### config.mk
export PLATFORM = sky130hd
export DESIGN_NAME = multi_port_cam_regfile
export DESIGN_NICKNAME = d
export VERILOG_FILES = /design/src/rtl/multi_port_cam_regfile.sv
export SDC_FILE = /design/constraint.sdc
export NUM_CORES = 1
export LEC_CHECK = 0
export CORE_ASPECT_RATIO = 1.5
export CORE_MARGIN = 3
export CORE_UTILIZATION = 45
export CTS_CLUSTER_SIZE = 10
export DETAILED_ROUTE_END_ITERATION = 10
export PLACE_DENSITY_LB_ADDON = 0.25
export REMOVE_ABC_BUFFERS = 1
export SYNTH_ARGS = -nofsm -noshare
export SYNTH_HDL_FRONTEND = slang
export SYNTH_SLANG_ARGS = --single-unit
export TNS_END_PERCENT = 10
### constraint.sdc
create_clock -name clk_in -period 1.5 [get_ports clk_in]
set_clock_uncertainty 0.15 [all_clocks]
set_input_delay 0.3 -clock clk_in [delete_from_list [all_inputs] [get_ports clk_in]]
set_output_delay 0.3 -clock clk_in [all_outputs]
set_load 0.05 [all_outputs]
### src/rtl/multi_port_cam_regfile.sv
// Multi-port register file with per-entry valid bits and a CAM search port.
// Writes merge by port index (highest index wins), invalidates clear valid
// bits only, reads and CAM results are registered one cycle after enable.
// Optional build macro: MULTI_PORT_CAM_REGFILE_BYPASS_EN forwards same-cycle
// writes into the read and CAM paths.
module multi_port_cam_regfile #(
    parameter int unsigned SINGLE_ENTRY_SIZE_IN_BITS = 8,
    parameter int unsigned NUMBER_ENTRY              = 4,
    parameter int unsigned NUMBER_READ_PORT          = 2,
    parameter int unsigned NUMBER_WRITE_PORT         = 2
) (
    input  logic                                                   clk_in,
    input  logic                                                   reset_in,
    input  logic [NUMBER_READ_PORT-1:0]                            read_en_in,
    input  logic [NUMBER_READ_PORT*NUMBER_ENTRY-1:0]               read_entry_addr_decoded_flatted_in,
    output logic [NUMBER_READ_PORT*SINGLE_ENTRY_SIZE_IN_BITS-1:0]  read_entry_flatted_out,
    output logic [NUMBER_READ_PORT-1:0]                            read_valid_out,
    input  logic [NUMBER_WRITE_PORT-1:0]                           write_en_in,
    input  logic [NUMBER_WRITE_PORT*NUMBER_ENTRY-1:0]              write_entry_addr_decoded_flatted_in,
    input  logic [NUMBER_WRITE_PORT*SINGLE_ENTRY_SIZE_IN_BITS-1:0] write_entry_flatted_in,
    input  logic                                                   invalidate_en_in,
    input  logic [NUMBER_ENTRY-1:0]                                invalidate_entry_decoded_in,
    input  logic                                                   cam_en_in,
    input  logic [SINGLE_ENTRY_SIZE_IN_BITS-1:0]                   cam_entry_in,
    output logic [NUMBER_ENTRY-1:0]                                cam_result_decoded_out,
    output logic                                                   cam_hit_out,
    output logic [NUMBER_ENTRY-1:0]                                entry_valid_flatted_out,
    output logic [NUMBER_ENTRY-1:0]                                free_entry_decoded_out,
    output logic                                                   full_out,
    output logic                                                   empty_out
);

    localparam int unsigned W  = SINGLE_ENTRY_SIZE_IN_BITS;
    localparam int unsigned N  = NUMBER_ENTRY;
    localparam int unsigned RP = NUMBER_READ_PORT;
    localparam int unsigned WP = NUMBER_WRITE_PORT;

    logic [W-1:0]    data_q [N];
    logic [W-1:0]    data_d [N];
    logic [N-1:0]    valid_q, valid_d;
    logic [RP*W-1:0] read_data_q, read_data_d;
    logic [RP-1:0]   read_valid_q, read_valid_d;
    logic [N-1:0]    cam_result_q, cam_result_d;
    logic            cam_hit_q, cam_hit_d;

    logic [N-1:0]    wr_mask_c;
    logic [W-1:0]    wr_data_c [N];
    logic [W-1:0]    view_data_c [N];
    logic [N-1:0]    view_valid_c;

    // Merge all write ports per entry; later (higher-index) ports override earlier ones
    always_comb begin
        wr_mask_c = '0;
        for (int i = 0; i < int'(N); i++) begin
            wr_data_c[i] = '0;
        end
        for (int p = 0; p < int'(WP); p++) begin
            for (int i = 0; i < int'(N); i++) begin
                if (write_en_in[p] && write_entry_addr_decoded_flatted_in[p*N + i]) begin
                    wr_mask_c[i] = 1'b1;
                    wr_data_c[i] = write_entry_flatted_in[p*W +: W];
                end
            end
        end
    end

    // Next array state, and the array view seen by the read and CAM paths
    always_comb begin
        valid_d = (valid_q & ~(invalidate_en_in ? invalidate_entry_decoded_in : {N{1'b0}}))
                | wr_mask_c;
        for (int i = 0; i < int'(N); i++) begin
            data_d[i] = wr_mask_c[i] ? wr_data_c[i] : data_q[i];
`ifdef MULTI_PORT_CAM_REGFILE_BYPASS_EN
            view_data_c[i] = data_d[i];
`else
            view_data_c[i] = data_q[i];
`endif
        end
`ifdef MULTI_PORT_CAM_REGFILE_BYPASS_EN
        view_valid_c = valid_q | wr_mask_c;
`else
        view_valid_c = valid_q;
`endif
    end

    // Read ports and CAM search; disabled ports hold their last result
    always_comb begin
        logic [W-1:0] acc_data;
        logic         acc_valid;
        acc_data     = '0;
        acc_valid    = 1'b0;
        read_data_d  = read_data_q;
        read_valid_d = read_valid_q;
        cam_result_d = cam_result_q;
        cam_hit_d    = cam_hit_q;
        for (int p = 0; p < int'(RP); p++) begin
            if (read_en_in[p]) begin
                acc_data  = '0;
                acc_valid = 1'b0;
                for (int i = 0; i < int'(N); i++) begin
                    if (read_entry_addr_decoded_flatted_in[p*N + i]) begin
                        acc_data  = acc_data | view_data_c[i];
                        acc_valid = acc_valid | view_valid_c[i];
                    end
                end
                read_data_d[p*W +: W] = acc_valid ? acc_data : {W{1'b0}};
                read_valid_d[p]       = acc_valid;
            end
        end
        if (cam_en_in) begin
            for (int i = 0; i < int'(N); i++) begin
                cam_result_d[i] = view_valid_c[i] && (view_data_c[i] == cam_entry_in);
            end
            cam_hit_d = |cam_result_d;
        end
    end

    // State registers with asynchronous clear
    always_ff @(posedge clk_in or negedge reset_in) begin
        if (!reset_in) begin
            for (int i = 0; i < int'(N); i++) begin
                data_q[i] <= '0;
            end
            valid_q      <= '0;
            read_data_q  <= '0;
            read_valid_q <= '0;
            cam_result_q <= '0;
            cam_hit_q    <= 1'b0;
        end else begin
            for (int i = 0; i < int'(N); i++) begin
                data_q[i] <= data_d[i];
            end
            valid_q      <= valid_d;
            read_data_q  <= read_data_d;
            read_valid_q <= read_valid_d;
            cam_result_q <= cam_result_d;
            cam_hit_q    <= cam_hit_d;
        end
    end

    assign read_entry_flatted_out  = read_data_q;
    assign read_valid_out          = read_valid_q;
    assign cam_result_decoded_out  = cam_result_q;
    assign cam_hit_out             = cam_hit_q;
    assign entry_valid_flatted_out = valid_q;
    // Lowest clear valid bit; the increment wraps to zero when every entry is valid
    assign free_entry_decoded_out  = ~valid_q & (valid_q + N'(1));
    assign full_out                = &valid_q;
    assign empty_out               = ~|valid_q;

endmodule

==> out/results.tsv <==
metric	value	unit
CP max stage delay	380	ps
Min Hold Slack	312	ps
Worst Tran Pin Value	343	ps
Async S/R FF share, synth	100	%
Root Buffer	clkbuf_8	
wire per inst	20.1	um
CP Max Fanout	4	
Yosys top cell area share	44.2	%
reg2reg start	entry_valid_flatted_out[1]	
Synth Area per Inst	10.0	sq um
status	finished, violations left	
GR Overflow Total	0	
finished layout cell area	0.00562	sq mm
Comb pwr share	41.2	%
Final GP Congestion	0.970	
number of global-route vias before repair	3413	
synth top area cells	dfrtp_1, mux2i_1, xnor2_1, a22oi_1, mux2_2	
First-pass DRT Iterations	6	
Hold Crit Class	input port to flop	
Sw Ratio	33.4	%
Fillers	418	
P_leak	2.55	nW
CP arrival	1420	ps
internal power	4.36	mW
HPWL after DPL	8.41	mm
dpl cell area	0.00511	sq mm
Ys Warns	0	
Yosys top cell by area	dfrtp_1	
DR iter-0 viols	348	
GRT Overall Usage	27.0	%
Final Max Tran Viols	0	
clock power share	26.7	%
Mapped Cells	333	
Slowest-stage cell, CP	dfrtp_1	
switching power	2.19	mW
worst hold path cell count	2	
PD cells	1170	mW/mm^2
worst reg2reg path endpoint	read_entry_flatted_out[3]	
clock latency on the worst-skew pair	350	ps
initial core utilization	47.5	%
CTS tree	done	
Seq/Total Area, Yosys	44.2	%
chip width	76.4	um
core area	0.00704	sq mm
CTS H-Tree Depth	3	
FMAX	534	MHz
die area	0.00852	sq mm
Avg Vias per Cell	5.79	
synthesis-to-finish area growth	68.0	%
min-delay src	write_en_in[0]	
clk sinks	59	
crit end category	output pin	
Post-synth EDFFs	0	
final-report setup violation count	26	
critical path data required time	1050	ps
Rows	37	
startpoint types	flop	
dominant cell by count in the synthesized netlist	dfrtp_1	
number of routed nets with antenna violations	0	
cts bufs inserted	9	
final WL	11.6	mm
Placement Setup Slack	-529	ps
Distinct cells, synth	26	
Slew HR	77.1	%
Final Util	79.8	%
I/O Buffers	84	
Ant. Diodes	0	
Max Cap Viol	0	
Final Hold Fails	0	
clk buf depth	2	
Vias	3335	
first-pass GRT wire length	17.8	mm
pin count of the biggest net entering global routing	60	
antenna violations before repair	0	
layout cells sized above 1	33.2	%
RSZ-0062 raised after global routing	yes	
Die Y	112	um
synthesized area	0.00334	sq mm
Reg2Reg Depth	6	
Flop pwr share	32.1	%
period utilization	125	%
clock-pin slew on the worst setup and hold paths	60	ps
Setup Crit Path Kind	flop to output pin	
CP Cell Sequence	buf_6 > nand2_2 > nor3b_2 > buf_4 > buf_12	
ys flop type	dfrtp_1	
Worst VDD drop	0.000897	V
Worst R2R Setup Slack	-280	ps
worst setup margin	-374	ps
# DRC	0	
# IOs	85	
synthesized flop and latch total	59	
failing checks	setup timing	
overall power	6.55	mW
# nets final	526	
top post-synthesis cells by count	dfrtp_1, nand2_1, a22oi_1, mux2i_1, o21ai_0	
minimum clock period	1870	ps
Min-Delay Endpoint	entry_valid_flatted_out[0]	
## layer usage
metal / up-vias / global-route usage, % / wire, um
li1: 1476 / - / -
met1: 1611 / 31.9 / 4420
met2: 202 / 45.6 / 5740
met3: 46 / 4.94 / 822
met4: 0 / 16.1 / 622
met5: - / 0 / 0
## flip-flops by register name, summed over array words and instances (netlist names)
| name | count |
|---|---|
| cam_result_decoded_out | 4 |
| data_q | 32 |
| entry_valid_flatted_out | 4 |
| read_valid_out | 2 |
| read_entry_flatted_out | 16 |
| cam_hit_out | 1 |
## critical path, delay by kind of cell (launching register included)
family                 cells  cell delay [ps]
flip-flops                 1              380
buffers and inverters      3              420
AND/OR/NAND/NOR            2              270
## power groups by stage
stage / clock (mW) / combinational (mW) / sequential, mW
2_1_floorplan: 0 / 0.649 / 2.51
3_5_place_dp: 0 / 2.48 / 2.13
5_1_grt: 1.85 / 2.82 / 2.13
3_3_place_gp: 0 / 2.43 / 2.11
4_1_cts: 1.77 / 2.61 / 2.09
6_report: 1.75 / 2.70 / 2.10
## repair_timing
| item | in CTS | in global routing |
|---|---|---|
| hold endpoints to repair | 59 | 0 |
| pin swaps | 2 | 3 |
| buffers inserted | 8 | 3 |
| hold buffers | 1 | 0 |
| resized for setup | 34 | 22 |
| setup endpoints to repair | 31 | 38 |
## cell families (layout without fill, tap and decap cells)
logic type                after synthesis  count (layout)  share of synthesized area (%)
xor gates and xnor gates               32              32                           8.38
and+or+nand+nor                        69              69                           9.09
buffers and inverters                  30             176                           3.93
AOI/OAI and AO/OA                      91              91                           18.1
muxes                                  52              52                           16.3
DFF                                    59              59                           44.2
## worst max-delay path by stage
stage / from / slack [ps] / to / depth (start not counted)
after floorplan: entry_valid_flatted_out[2] / -1200 / empty_out / 1
after global placement: read_entry_addr_decoded_flatted_in[4] / -480 / read_entry_flatted_out[14] / 6
after detailed placement: read_entry_addr_decoded_flatted_in[4] / -530 / read_entry_flatted_out[11] / 6
after CTS: entry_valid_flatted_out[1] / -360 / empty_out / 4
after global routing: entry_valid_flatted_out[0] / -430 / free_entry_decoded_out[3] / 5
final: entry_valid_flatted_out[0] / -370 / free_entry_decoded_out[3] / 5
## layout by cell type (no fill, tap or decap), types with 4 or more instances in the layout
cell	instances
dfrtp_1	57
buf_4	50
buf_12	44
nand2_1	43
clkdlybuf4s50_1	41
mux2i_1	32
o21ai_0	32
a22oi_1	32
xnor2_1	31
a21oi_1	16
mux2_4	13
buf_6	13
clkbuf_8	9
mux2_2	7
dlygate4sd2_1	5
a221o_1	4
nand3_1	4
nand4_1	4
dlymetal6s2s_1	4
## final cells by class
| class | instances | area, sq um | share of cell area (%) |
|---|---|---|---|
| clock buffers | 12 | 135 | 2.41 |
| flip-flops and latches | 59 | 1480 | 26.3 |
| clock inverters | 4 | 98.8 | 1.76 |
| inverters | 1 | 8.76 | 0.156 |
| well taps | 97 | 121 | 2.16 |
| multi-input cells | 244 | 1850 | 33.0 |
| repair buffers | 159 | 1920 | 34.2 |
## through the flow
| step | cells | TNS (ps) |
|---|---|---|
| after floorplan | 304 | -9830 |
| after global routing | 576 | -7540 |
| final | 576 | -6230 |
| after CTS | 573 | -5610 |
| after global placement | 548 | -16970 |
| after detailed placement | 548 | -19660 |
Power figures use the tool's default switching activity.
